## src/rtl/usb3_tx_scramble_skp.sv

```systemverilog
// usb3_tx_scramble_skp
//
// USB 3.0 TX scrambler with SKP ordered-set insertion. It sits between the
// link-layer TX mux and the PIPE TX interface and has one register stage.
//
// Every consumed input word advances a symbol counter. Each SKP_INTERVAL
// symbols earn one SKP credit, and credits wait in a small saturating queue.
// When insertion is allowed, the input word is stalled for one cycle and a
// word of SKP symbols (BYTES/2 ordered sets) goes out in its place.
//
// Data symbols are scrambled by the x^16+x^5+x^4+x^3+1 LFSR. The lanes are
// handled in time order (lane 0 first), and a COM on any lane reseeds the
// LFSR for the lanes after it.
//
// Ports:
//   local_clk         clock
//   reset_n           synchronous, active-low reset
//   scram_en          1 = scramble D symbols; 0 = pass through, LFSR held at seed
//   skp_en            1 = symbol counter and SKP insertion active
//   skp_inhibit       block insertion; credits keep accumulating
//   skp_defer         postpone insertion this cycle
//   raw_datak/raw_data  input word (K flags / symbols, lane 0 in bits [7:0])
//   raw_active        packet in flight; no insertion while 1
//   raw_stall         combinational; 1 = input word not consumed this cycle
//   proc_datak/proc_data  registered output word
//   skp_queued        pending SKP ordered-set count
//   err_skp_overflow  sticky; a credit was dropped because the queue was full
module usb3_tx_scramble_skp #(
    parameter int          BYTES        = 4,
    parameter int          SKP_INTERVAL = 354,
    parameter int          MAX_QUEUED   = 4,
    parameter logic [15:0] LFSR_SEED    = 16'hFFFF
) (
    input  logic                 local_clk,
    input  logic                 reset_n,
    input  logic                 scram_en,
    input  logic                 skp_en,
    input  logic                 skp_inhibit,
    input  logic                 skp_defer,
    input  logic [BYTES-1:0]     raw_datak,
    input  logic [8*BYTES-1:0]   raw_data,
    input  logic                 raw_active,
    output logic                 raw_stall,
    output logic [BYTES-1:0]     proc_datak,
    output logic [8*BYTES-1:0]   proc_data,
    output logic [2:0]           skp_queued,
    output logic                 err_skp_overflow
);

    localparam int CW = $clog2(SKP_INTERVAL + BYTES);
    localparam logic [CW-1:0] BYTES_C    = CW'(BYTES);
    localparam logic [CW-1:0] INTERVAL_C = CW'(SKP_INTERVAL);
    localparam logic [2:0]    HALF_C     = 3'(BYTES / 2);
    localparam logic [2:0]    MAX_C      = 3'(MAX_QUEUED);

    localparam logic [7:0] SYM_COM = 8'hBC;
    localparam logic [7:0] SYM_SKP = 8'h3C;

    // Galois form of the scrambler. Each output bit is the LFSR MSB, taken
    // before the shift. Byte bit 0 is used first.
    function automatic logic [7:0] lfsr_key(input logic [15:0] s);
        logic [15:0] st;
        logic [7:0]  key;
        st  = s;
        key = 8'h00;
        for (int i = 0; i < 8; i++) begin
            key[i] = st[15];
            st     = {st[14:0], 1'b0} ^ (st[15] ? 16'h0039 : 16'h0000);
        end
        return key;
    endfunction

    function automatic logic [15:0] lfsr_adv8(input logic [15:0] s);
        logic [15:0] st;
        st = s;
        for (int i = 0; i < 8; i++) begin
            st = {st[14:0], 1'b0} ^ (st[15] ? 16'h0039 : 16'h0000);
        end
        return st;
    endfunction

    logic [15:0]        lfsr_reg;
    logic [CW-1:0]      cnt_reg;
    logic [2:0]         queue_reg;
    logic               err_reg;
    logic [8*BYTES-1:0] proc_data_reg;
    logic [BYTES-1:0]   proc_datak_reg;

    logic               ins;
    logic [8*BYTES-1:0] scram_data;
    logic [15:0]        lfsr_chain_out;

    assign ins = skp_en & (queue_reg != 3'd0) & ~raw_active & ~skp_defer & ~skp_inhibit;
    assign raw_stall = ins;

    // Per-lane scrambler stage. Each lane takes the LFSR state left by the
    // previous lane, so the whole word is processed in one cycle.
    genvar gi;
    generate
        for (gi = 0; gi < BYTES; gi++) begin : g_lane
            logic [15:0] lfsr_in;
            logic [15:0] lfsr_out;
            logic [7:0]  sym_in;
            logic [7:0]  sym_out;
            logic        is_k;
            logic        is_com;
            logic        is_skp;

            if (gi == 0) begin : g_first
                assign lfsr_in = lfsr_reg;
            end else begin : g_rest
                assign lfsr_in = g_lane[gi-1].lfsr_out;
            end

            assign sym_in = raw_data[8*gi +: 8];
            assign is_k   = raw_datak[gi];
            assign is_com = is_k && (sym_in == SYM_COM);
            assign is_skp = is_k && (sym_in == SYM_SKP);

            always_comb begin
                lfsr_out = lfsr_in;
                sym_out  = sym_in;
                if (!scram_en || is_com) begin
                    lfsr_out = LFSR_SEED;
                end else if (!is_skp) begin
                    // K symbols other than SKP still step the LFSR.
                    lfsr_out = lfsr_adv8(lfsr_in);
                    if (!is_k) begin
                        sym_out = sym_in ^ lfsr_key(lfsr_in);
                    end
                end
            end

            assign scram_data[8*gi +: 8] = sym_out;
        end
    endgenerate

    assign lfsr_chain_out = g_lane[BYTES-1].lfsr_out;

    // Symbol counter and credit generation. The remainder carries over when
    // the interval is crossed, so credits do not drift when BYTES does not
    // divide SKP_INTERVAL.
    logic [CW-1:0] cnt_sum;
    logic          credit;

    assign cnt_sum = cnt_reg + BYTES_C;
    assign credit  = skp_en & ~ins & (cnt_sum >= INTERVAL_C);

    // One SKP word carries BYTES/2 ordered sets. A single pending set is
    // still sent as a whole word.
    logic [2:0] dec;
    logic [2:0] queue_next;
    logic       overflow;

    always_comb begin
        dec        = 3'd0;
        queue_next = queue_reg;
        overflow   = 1'b0;
        if (ins) begin
            dec = (queue_reg < HALF_C) ? queue_reg : HALF_C;
        end
        if (credit) begin
            if (queue_reg == MAX_C && dec == 3'd0) begin
                overflow = 1'b1;
            end else begin
                queue_next = queue_reg + 3'd1 - dec;
            end
        end else begin
            queue_next = queue_reg - dec;
        end
    end

    always_ff @(posedge local_clk) begin
        if (!reset_n) begin
            lfsr_reg       <= LFSR_SEED;
            cnt_reg        <= '0;
            queue_reg      <= 3'd0;
            err_reg        <= 1'b0;
            proc_data_reg  <= '0;
            proc_datak_reg <= '0;
        end else begin
            if (ins) begin
                proc_data_reg  <= {BYTES{SYM_SKP}};
                proc_datak_reg <= {BYTES{1'b1}};
            end else begin
                proc_data_reg  <= scram_data;
                proc_datak_reg <= raw_datak;
            end

            // The held word is scrambled later, so the LFSR must not move
            // during an inserted SKP word.
            if (!scram_en) begin
                lfsr_reg <= LFSR_SEED;
            end else if (!ins) begin
                lfsr_reg <= lfsr_chain_out;
            end

            if (!skp_en) begin
                cnt_reg <= '0;
            end else if (!ins) begin
                cnt_reg <= (cnt_sum >= INTERVAL_C) ? (cnt_sum - INTERVAL_C) : cnt_sum;
            end

            queue_reg <= queue_next;
            if (overflow) begin
                err_reg <= 1'b1;
            end
        end
    end

    assign proc_data        = proc_data_reg;
    assign proc_datak       = proc_datak_reg;
    assign skp_queued       = queue_reg;
    assign err_skp_overflow = err_reg;

endmodule

```

## config.mk

```make
export PLATFORM = sky130hd
export DESIGN_NAME = usb3_tx_scramble_skp
export DESIGN_NICKNAME = d
export VERILOG_FILES = /design/src/rtl/usb3_tx_scramble_skp.sv
export SDC_FILE = /design/constraint.sdc
export NUM_CORES = 1
export LEC_CHECK = 0
export CAP_MARGIN = 20
export CORE_AREA = 3 3 84 166
export DETAILED_ROUTE_END_ITERATION = 10
export DIE_AREA = 0 0 87 169
export PLACE_DENSITY = 0.65
export SYNTH_ARGS = -nofsm -noshare
export SYNTH_HDL_FRONTEND = slang
export SYNTH_SLANG_ARGS = --single-unit
```

## constraint.sdc

```tcl
create_clock -name local_clk -period 4.6 [get_ports local_clk]
set_clock_uncertainty 0.05 [all_clocks]
set_input_delay 1.38 -clock local_clk [delete_from_list [all_inputs] [get_ports local_clk]]
set_output_delay 1.38 -clock local_clk [all_outputs]
set_load 0.1 [all_outputs]
```

; Yosys cells after proc, flatten, opt, wreduce, memory -nomap -nowiden
; Index checks and enable logic that the tools add are counted.
[word_totals]
ff_bits = 65
inputBits = 43
elab_cells = 151
[classes]
n_addsub = 5
order_cmp = 2
eq_ne = 10
muxes = 61
bitwise_logic = 47
reduce_logical = 19
[op_table]
columns = op, n
row1 = 16-bit by 6-bit XOR with 16-bit output, 32
row2 = 6-bit two-way mux, 32
row3 = 16-bit two-way mux, 8
row4 = 8-bit two-way mux, 12
row5 = 8-bit by 6-bit == test with 1-bit output (second input constant), 4
row6 = 8-bit == test (second input constant), 4
row7 = 8-bit XOR, 4
row8 = 30-bit two-way mux, 1
row9 = 3-bit two-way mux, 4
row10 = 9-bit by 3-bit adder with 9-bit output (second input constant), 1
row11 = 9-bit greater-or-equal comparator (second input constant), 1
row12 = 1-bit logical AND, 9
row13 = 9-bit two-way mux, 1
row14 = 9-bit subtractor (second input constant), 1
row15 = 1-bit bitwise AND, 6
row16 = 3-bit subtractor, 2
row17 = 1-bit inverter, 5
row18 = 1-bit logical OR, 4
row19 = 4-bit two-way mux, 1
row20 = 2-bit AND reduction, 2
row21 = 3-bit by 1-bit adder with 3-bit output (second input constant), 1
row22 = 3-bit == test (second input constant), 1
row23 = 3-bit zero test, 1
row24 = 3-bit by 2-bit less-than comparator with 1-bit output (second input constant), 1
row25 = 5 further kinds, 6

; Longest topological paths before layout
; Gate-level depths: netlist of run 1.
[depth]
word_depth = 73
depth_mapped = 13
ltp_nobuf = 12

; Worst setup path after synthesis of run 1
; Ideal clock, no wire load.
[synth_timing]
path_type = input-to-output
startpoint = input port raw_active
endpoint = output port raw_stall
t_arrival_ns = 3.179
t_required_ns = 3.170
path_slack_ns = -0.009
path_stages = 4
n_path_buf = 1
path_cell_list = nor4b_1 > o31ai_1 > inv_1 > clkbuf_1
[synth_between]
elab_chain_len = 4
[synth_rtl]
columns = element, line_no
row1 = "start, declared", 42  ; input logic raw_active,
row2 = 1-bit inverter, 93  ; assign ins = skp_en & (queue_reg != 3'd0) & ~raw_active & ~skp_defer & ~skp_inhibit;
row3 = 1-bit bitwise AND (3 in series), 93
row4 = "end, declared", 43  ; output logic raw_stall,
; No other way between the ends.

; Worst setup path in the final report of run 1
[layout_timing]
startpoint = input port raw_data[5]
endpoint = register lfsr_reg[4] (netlist: g_lane[0].lfsr_in[4])
[layout_between]
elab_chain_len = 37
[layout_rtl]
columns = element, line_no
row1 = "start, declared", 41  ; input logic [8*BYTES-1:0] raw_data,
row2 = 8-bit by 6-bit == test with 1-bit output or 8-bit == test (tied branches), "118, 117"
row3 = "1-bit logical AND, on equally long branches", "118, 117"
row4 = 16-bit two-way mux or 1-bit logical OR (tied branches), "125, 123"
row5 = 16-bit two-way mux *, 123  ; if (!scram_en || is_com) begin
row6 = 6-bit two-way mux or 16-bit by 6-bit XOR with 16-bit output (tied branches), 77  ; st = {st[14:0], 1'b0} ^ (st[15] ? 16'h0039 : 16'h0000);
row7 = 16-bit by 6-bit XOR with 16-bit output or 6-bit two-way mux (tied branches), 77
row8 = 16-bit by 6-bit XOR with 16-bit output (6 in series), 77
row9 = 16-bit by 6-bit XOR with 16-bit output, n/a
row10 = (+11 left out), n/a
row11 = 16-bit two-way mux *, 125  ; end else if (!is_skp) begin
row12 = 16-bit two-way mux *, 123
row13 = 16-bit by 6-bit XOR with 16-bit output (6 in series), 77
row14 = 6-bit two-way mux or 16-bit by 6-bit XOR with 16-bit output (tied branches), 77
row15 = 16-bit by 6-bit XOR with 16-bit output or 6-bit two-way mux (tied branches), n/a
row16 = 16-bit by 6-bit XOR with 16-bit output, n/a
row17 = 16-bit two-way mux *, 125
row18 = 16-bit two-way mux *, 123
row19 = "end signal, assigned", 195  ; lfsr_reg <= lfsr_chain_out;
row20 = "end, declared", 82  ; logic [15:0] lfsr_reg;
; Mark *: on every way between the ends. The rest lies on a longest branch, timed or not.
; A chain may end at the register's enable or synchronous reset.

==> results of run 1 <==
## cell type report
cell class / count / share of cell area
multi-input cells: 538 / 0.541
well taps: 152 / 0.0264
clock buffers: 10 / 0.0331
inverters: 11 / 0.00573
flip-flops and latches: 64 / 0.178
repair buffers: 164 / 0.206
clock inverters: 6 / 0.00954
## Yosys cell counts (all sizes together) (13+ instances only)
master   n  area, um2
dfxtp   64       1280
nand2   64        240
xnor2   64        602
nor2    56        220
a21oi   39        210
xor2    37        354
o21ai   36        195
buf     26        173
clkbuf  20       75.1
a21boi  18        139
mux2i   13        134
## through the flow
step                TNS, ns  setup WS, ns
CTS                       0         0.283
finish                    0         0.228
global placement     -0.136       -0.0826
global route              0        0.0643
floorplan                 0         0.480
detailed placement  -0.0426       -0.0172
## worst register-to-register path: stages (launching register included)
cell and delay (ns):
dfxtp_1 0.39, ha_1 0.29, and2_1 0.28, o21ai_0 0.45, a2bb2oi_1 0.28, o21ai_0 0.11
a22oi_1 0.80, and3_1 0.38, nor2_1 0.07, a211oi_1 0.23, a21oi_1 0.06, nor2b_1 0.11
## worst min path at each step
stage | endpoint | slack [ns] | depth (start not counted)
floorplan | cnt_reg[8] | 0.43 | 2
global placement | err_skp_overflow | 0.44 | 2
detailed placement | err_skp_overflow | 0.45 | 2
CTS | err_skp_overflow | 0.47 | 2
global route | err_skp_overflow | 0.49 | 2
finish | err_skp_overflow | 0.46 | 2
## report_power, final
group	internal, mW	switching (mW)
sequential	0.597	0.0504
clock	0.436	0.255
combinational	0.537	0.709
## kinds of logic (layout without fill, tap and decap cells)
kind of cell    after synthesis  in the layout  share of synthesized area
compound gates              181            181                      0.236
xor+xnor                    110            110                      0.213
fa+ha+maj                     9              9                     0.0220
buf+inv                      57            191                     0.0530
flops                        64             64                      0.235
mux                          17             17                     0.0335
simple gates                221            221                      0.208
## per-layer routing
layer  GRT usage  part of all wire  vias to the layer above
met5           0                 0                        -
met4       0.199             0.079                        0
met3      0.0297             0.045                       84
met2       0.488              0.52                      246
met1       0.278              0.35                     2626
li1            -                 -                     2621
==> results.ini, run 1 <==
[final_layout]
final_cell_mix = clkdlybuf4s50_1 (82), buf_4 (78), nand2_1 (64), dfxtp_1 (64), xnor2_1 (60)
final_net_count = 840
drive_gt1_frac = 0.177
layout_commonest_cell = clkdlybuf4s50_1
fillerInstances = 1189
seqCellArea_um2 = 1280
multi_input_area_um2 = 3910
stdcell_area_um2 = 7210
fin_util = 0.558
areaGrowthSynthToFinish_pct = 32.2
largest_reg_flops = 32
antenna_cells = 0
final_cells = 945

[sta]
period_minus_slack_ns = 4.37
hold_violations = 0
rsz0062_at_grt = false
finalMaxSlewViolations = 0
slew_headroom = 0.328
fin_crit_sh = 0.951
fmax_ghz = 0.229
finalSetupViolations = 0
timing.hold.ws_ns = 0.462
worst_slew_pin_slew_ns = 1.00

[critical_path]
crit_chain = clkdlybuf4s50_1 > and4b_1 > buf_4 > a31oi_1 > buf_4 > and2_1 > a22oi_1 > xor2_1 > xnor3_1 > a21boi_2 > mux2i_2 > xor2_1 > a211oi_1
cp-startpoint = raw_data[5]
critical_path.max_stage_delay_ns = 0.50
worstSetupPathType = in2reg
startpoint_type = primary input
worstPathArrival_ns = 4.56
r2r_end = skp_queued[2]
crit_family = compound AO/OA/AOI/OAI gates
cp.depth = 13
critPathCaptureType = register
crit_end = g_lane[0].lfsr_in[4]
timing.rr.start = cnt_reg[2]
worstPathRequired_ns = 4.78
crit_slowest_cell = clkdlybuf4s50_1
ff2ff_setup_slack_ns = 1.03
reg2reg_depth = 11
cp_max_fo = 10
critPathBufInv = 3

[min_path]
worstHoldStart = err_skp_overflow
hold_path_class = reg2reg

[clock_network]
cts_buffer_depth = 2
clk_pin_slew_ns = 0.06
cts_tree = done
clk_latency_ns = 0.33
cts_resized = 0
cts_root_buf = clkbuf_16
clock-sinks = 64
hold_buffers = 0
cts_max_level = 3
cts_made_buffers = 9
cts_setup_buffers = 0

[die]
die_area_um2 = 14700
start_util = 0.422
die_width_um = 87
coreArea_um2 = 12900
ios = 84
std_cell_rows = 59
die_h_um = 169

[detailed_routing]
vias = 5577
wirelength_mm = 19.6
wl_per_cell_um = 20.7
drc_errors = 0
antenna_left = 0
drt-pass1-iter-count = 5
initialDrtViolationCount = 375
vias_per_cell = 5.90

[job]
maxCapViolCount = 0

[global_routing]
grt_usage = 0.271
grt_max_degree = 35
grt_overflow = 0
antenna_found_initial = 0
grt_first_pass_wirelength_mm = 31.1
first_global_vias = 5909

[synth]
ys_types = 91
ys_ff_latch = 64
async_flop_share = 0
yosysWarnings = 0
yosysSeqAreaShare = 0.235
syn_inst = 659
avgSynthCellArea_um2 = 8.28
syn_area_um2 = 5460
syn_nets = 711
synth_flop_cell = dfxtp_1
synth_edf_count = 0

[power]
ir_drop_mv = 0.319
power_mw = 2.58
p_leak_nw = 2.81
powerDensity_nw_per_um2 = 358

[placement]
place_area_um2 = 6900
hpwlAfterDp_mm = 15.6
place_inst = 929
gp_congestion = 1.00
io_buffers = 83

[status]
status = complete, no violations

Note: power is estimated with default switching activity, not from simulation.
==> inputs of run 2 (changes only) <==
- CTS_CLUSTER_SIZE: unset -> 28
- clock period: 4.6 -> 4.8 ns (I/O delays scaled with it)
==> run 2 against run 1 <==
Net effect:
- via count shrank 2.4%
- sequential power is 4.6% lower
- critical path depth shrank 2
- critical endpoint is now g_lane[0].lfsr_in[8]
- count of clock-buffer cells in the layout fell by 1
- total power decreased by 5.2%
- first-iteration DRC count down 16%
- cell area down 3.2%
- cell count is 2.6% lower
- critical path type unchanged
- non-clock buffer count decreased by 25
- clock power down 4.5%
==> results.ini, run 2 (synthesis gave the netlist of run 1 again) <==
[clock_network]
clock-sinks = 64  ; unchanged
cts_resized = 0  ; unchanged
cts_buffer_depth = 2  ; unchanged
cts_max_level = 3  ; unchanged
clk_pin_slew_ns = 0.06  ; about the same
clk_latency_ns = 0.34  ; about the same
hold_buffers = 0  ; unchanged
cts_setup_buffers = 0  ; unchanged
cts_made_buffers = 9  ; unchanged
cts_tree = done
cts_root_buf = clkbuf_16

[final_layout]
drive_gt1_frac = 0.148  ; -0.0281
largest_reg_flops = 32  ; unchanged
multi_input_area_um2 = 3900  ; -0.16%
layout_commonest_cell = clkdlybuf4s50_1
final_cell_mix = clkdlybuf4s50_1 (82), nand2_1 (64), dfxtp_1 (64)
areaGrowthSynthToFinish_pct = 28.0
stdcell_area_um2 = 6980  ; -3.2%
fin_util = 0.540  ; -0.0178
final_cells = 920  ; -2.6%
fillerInstances = 1219  ; +2.5%
seqCellArea_um2 = 1280  ; unchanged
antenna_cells = 0  ; unchanged
final_net_count = 815  ; -3.0%

[critical_path]
timing.rr.start = cnt_reg[2]
reg2reg_depth = 10  ; -1
ff2ff_setup_slack_ns = 1.19  ; +0.16 ns
worstPathArrival_ns = 4.66  ; +0.10 ns
startpoint_type = primary input
crit_end = g_lane[0].lfsr_in[8]
critPathCaptureType = register
critical_path.max_stage_delay_ns = 0.51  ; about the same
worstPathRequired_ns = 4.97  ; +0.19 ns
crit_chain = clkdlybuf4s50_1 > and4b_1 > a31oi_1 > or2_2 > a311o_2 > a211oi_1 > a211o_1 > a31oi_2 > a2111oi_0 > mux2i_1 > nor3b_2
cp_max_fo = 10  ; unchanged
cp-startpoint = raw_data[5]
r2r_end = skp_queued[2]
worstSetupPathType = in2reg
crit_slowest_cell = clkdlybuf4s50_1

[min_path]
hold_path_class = reg2reg

[detailed_routing]
drc_errors = 0  ; unchanged
wl_per_cell_um = 21.6  ; +4.4%
vias_per_cell = 5.92  ; +0.27%
drt-pass1-iter-count = 5  ; unchanged
wirelength_mm = 19.9  ; +1.6%
initialDrtViolationCount = 316  ; -16%
antenna_left = 0  ; unchanged
vias = 5444  ; -2.4%

[die]
std_cell_rows = 59  ; unchanged
die_h_um = 169  ; unchanged
start_util = 0.422  ; unchanged
coreArea_um2 = 12900  ; unchanged
die_width_um = 87  ; unchanged
die_area_um2 = 14700  ; unchanged
ios = 84  ; unchanged

[sta]
final.setup.tns_ns = 0  ; unchanged
worst_slew_pin_slew_ns = 1.01  ; +0.00888 ns
slew_headroom = 0.322  ; -0.00594
fin_crit_sh = 0.935
finalSetupViolations = 0  ; unchanged
finalMaxSlewViolations = 0  ; unchanged
period_minus_slack_ns = 4.49
rsz0062_at_grt = false
hold_violations = 0  ; unchanged
fmax_ghz = 0.223

[power]
power_mw = 2.45  ; -5.2%
p_leak_nw = 2.66  ; -5.1%
powerDensity_nw_per_um2 = 351  ; -2.1%
ir_drop_mv = 0.298  ; -6.4%

[global_routing]
grt_first_pass_wirelength_mm = 31.1  ; about the same
grt_max_degree = 35  ; unchanged
antenna_found_initial = 0  ; unchanged
first_global_vias = 5612  ; -5.0%
grt_overflow = 0  ; unchanged
grt_usage = 0.277  ; +0.00585

[status]
status = complete, no violations

[placement]
gp_congestion = 0.996  ; -0.38%
place_inst = 904  ; -2.7%
place_area_um2 = 6690  ; -3.1%
hpwlAfterDp_mm = 15.8  ; +1.4%
io_buffers = 83  ; unchanged

[job]
maxCapViolCount = 0  ; unchanged

[run 2: cell count changes in the layout (fill, tap and decap cells not counted), moves of 2 or more]
cell	delta
clkinv_4	-3
clkinvlp_4	+2
buf_4	-23
buf_12	-2
[run 2: area by class of cell]
class	instances	share of cell area
multi-input combinational	538	0.558
timing repair buffer	139	0.182
inverter	11	0.00591
tap	152	0.0272
clock buffer	9	0.0323
sequential	64	0.184
clock inverter	7	0.0102
[run 2: worst min-delay path by stage]
stage,to,start,cells after the start,slack (ns)
floorplan,cnt_reg[8],cnt_reg[7],2,0.43
global placement,err_skp_overflow,err_skp_overflow,2,0.46
detailed placement,cnt_reg[8],cnt_reg[7],2,0.48
CTS,cnt_reg[8],cnt_reg[7],2,0.48
global route,cnt_reg[8],cnt_reg[7],2,0.50
finish,cnt_reg[8],cnt_reg[7],2,0.48
[run 2: layer usage]
layer | wire (um) | vias up | GRT usage
met3 | 841 | 70 | 0.0336
met1 | 7010 | 2599 | 0.283
met5 | 0 | - | 0
li1 | - | 2571 | -
met4 | 1420 | 0 | 0.187
met2 | 10600 | 204 | 0.505
[run 2: through the flow]
stage / hold slack (ns) / worst slack, ns
global route: 0.504 / 0.136
finish: 0.481 / 0.313
global placement: 0.456 / 0.0953
floorplan: 0.433 / 0.0713
detailed placement: 0.479 / 0.0431
CTS: 0.480 / 0.384
[run 2: where the power goes]
group / internal [mW] / switching (mW)
logic: 0.496 / 0.677
clock network: 0.402 / 0.258
registers: 0.572 / 0.0455
total: 1.47 / 0.980
[run 2: critical path, delay by kind of cell]
family	cells	cell delay (ns)
compound gates	6	1.68
mux	1	0.10
simple gates	3	0.91
buf+inv	1	0.51
==> inputs of run 3 (changes only) <==
- PLACE_DENSITY: 0.65 -> unset
==> run 3 against run 2 <==
Net effect:
- maximum frequency is 2.9% lower
- routed wire length is 0.55% lower
- clock power is 1% lower
- setup slack worse by 0.13 ns
- via count is 0.37% lower
- register-to-register slack better by 0.13 ns
- first-iteration DRC count is 3.2% higher
- die area stayed put
- core utilization is 0.29 points lower
- non-clock buffer count is 7 lower
- sequential cell count stayed put
- cell count is 0.76% lower
==> results.ini, run 3 (synthesis gave the netlist of run 1 again) <==
[status]
status = complete, no violations

[critical_path]
cp_max_fo = 12  ; +2
startpoint_type = primary input
ff2ff_setup_slack_ns = 1.32  ; +0.13 ns
critPathCaptureType = register
critPathBufInv = 1  ; unchanged
crit_slowest_cell = and4bb_1
crit_family = compound AO/OA/AOI/OAI gates
worstPathArrival_ns = 4.79  ; +0.13 ns
critical_path.max_stage_delay_ns = 0.58  ; +0.07 ns
worstPathRequired_ns = 4.97  ; about the same
crit_chain = clkdlybuf4s50_1 > and4bb_1 > a31oi_1 > or2_2 > a311o_2 > a211oi_1 > a211o_1 > a31oi_2 > a2111oi_0 > mux2i_1 > nor3b_2
worstSetupPathType = in2reg

[clock_network]
cts_made_buffers = 9  ; unchanged
cts_max_level = 3  ; unchanged
clock-sinks = 64  ; unchanged
clk_pin_slew_ns = 0.06  ; about the same
cts_root_buf = clkbuf_16
cts_buffer_depth = 2  ; unchanged
hold_buffers = 0  ; unchanged
clk_latency_ns = 0.33  ; about the same
cts_tree = done
cts_setup_buffers = 0  ; unchanged

[final_layout]
areaGrowthSynthToFinish_pct = 27.3
stdcell_area_um2 = 6940  ; -0.54%
final_net_count = 808  ; -0.86%
largest_reg_flops = 32  ; unchanged
antenna_cells = 0  ; unchanged
drive_gt1_frac = 0.141  ; -0.00783
final_cell_mix = clkdlybuf4s50_1 (82), nand2_1 (64), dfxtp_1 (64)
layout_commonest_cell = clkdlybuf4s50_1

[global_routing]
grt_usage = 0.274  ; -0.00308
grt_overflow = 0  ; unchanged
antenna_found_initial = 0  ; unchanged
first_global_vias = 5583  ; -0.52%
grt_max_degree = 35  ; unchanged
grt_first_pass_wirelength_mm = 30.6  ; -1.5%

[sta]
slew_headroom = 0.302  ; -0.0203
period_minus_slack_ns = 4.62  ; +0.133 ns
timing.hold.ws_ns = 0.446  ; -0.0351 ns
rsz0062_at_grt = false
worst_slew_pin_slew_ns = 1.04  ; +0.0304 ns
fmax_ghz = 0.216  ; -2.9%
fin_crit_sh = 0.963  ; +0.0278
finalSetupViolations = 0  ; unchanged
hold_violations = 0  ; unchanged
finalMaxSlewViolations = 0  ; unchanged
final.setup.tns_ns = 0  ; unchanged

[placement]
place_area_um2 = 6650  ; -0.60%
gp_congestion = 0.961  ; -3.5%
io_buffers = 83  ; unchanged
hpwlAfterDp_mm = 15.7  ; -0.82%

[detailed_routing]
initialDrtViolationCount = 326  ; +3.2%
wirelength_mm = 19.8  ; -0.55%
drt-pass1-iter-count = 7  ; +2
antenna_left = 0  ; unchanged
vias = 5424  ; -0.37%
drc_errors = 0  ; unchanged
wl_per_cell_um = 21.6  ; +0.21%
vias_per_cell = 5.94  ; +0.40%

[power]
powerDensity_nw_per_um2 = 351  ; about the same
ir_drop_mv = 0.271  ; -9.3%
power_mw = 2.44  ; -0.57%
p_leak_nw = 2.64  ; -0.91%

[die]
start_util = 0.422  ; unchanged
die_area_um2 = 14700  ; unchanged
die_width_um = 87  ; unchanged
die_h_um = 169  ; unchanged
ios = 84  ; unchanged
coreArea_um2 = 12900  ; unchanged
std_cell_rows = 59  ; unchanged

[min_path]
hold_path_class = reg2reg

[job]
maxCapViolCount = 0  ; unchanged

-- run 3: changes by cell type in the layout (fill, tap and decap cells not counted), sizes merged --
cell      change
buf           -7
clkinv        +2
clkinvlp      -1
inv           -1
-- run 3: final cells by class --
type,instances,area (um2)
clock buffers,9,225
clock inverters,7,72.6
fillers,1198,5970
inverters,11,41.3
multi-input cells,538,3900
flip-flops and latches,64,1280
well taps,152,190
repair buffers,132,1230
-- run 3: what timing repair did --
action | 4_1_cts | 5_1_grt
setup endpoints to repair | 0 | 2
hold endpoints to repair | 0 | 0
gates resized for setup | 0 | 1
-- run 3: worst register-to-register path, stage by stage (launching register included) --
cell and delay, ns:
dfxtp_1 0.38, ha_1 0.28, and2_1 0.27, o21ai_0 0.40, a2bb2oi_1 0.29, o21ai_0 0.11
a22oi_1 0.80, nand3_1 0.25, o31a_1 0.35, a21oi_1 0.14, nor2b_1 0.05
-- run 3: worst paths after layout --
check	from	end	cells after the start
worst max-delay path	raw_data[1]	g_lane[0].lfsr_in[8]	11
worst min-delay path	err_skp_overflow	err_skp_overflow	2
worst max register to register	cnt_reg[2]	skp_queued[2]	10
worst min register to register	err_skp_overflow	err_skp_overflow	2
-- run 3: per-stage QoR --
step / instances / worst slack, ns / utilization
3_3_place_gp: 897 / 0.0374 / 0.514
4_1_cts: 913 / 0.302 / 0.537
3_5_place_dp: 897 / -0.0388 / 0.514
5_1_grt: 913 / 0.0861 / 0.538
6_report: 913 / 0.179 / 0.538
2_1_floorplan: 659 / 0.0713 / -
-- run 3: metal layers --
layer	track usage	wire (um)	part of all wire
met1	0.280	6770	0.34
met2	0.497	10500	0.53
met3	0.0336	969	0.049
met4	0.190	1530	0.077
met5	0	0	0
-- run 3: where the power goes --
| group | total [mW] | switching [mW] | internal [mW] |
|---|---|---|---|
| clock network | 0.652 | 0.251 | 0.401 |
| logic | 1.17 | 0.686 | 0.481 |
| registers | 0.615 | 0.0435 | 0.572 |
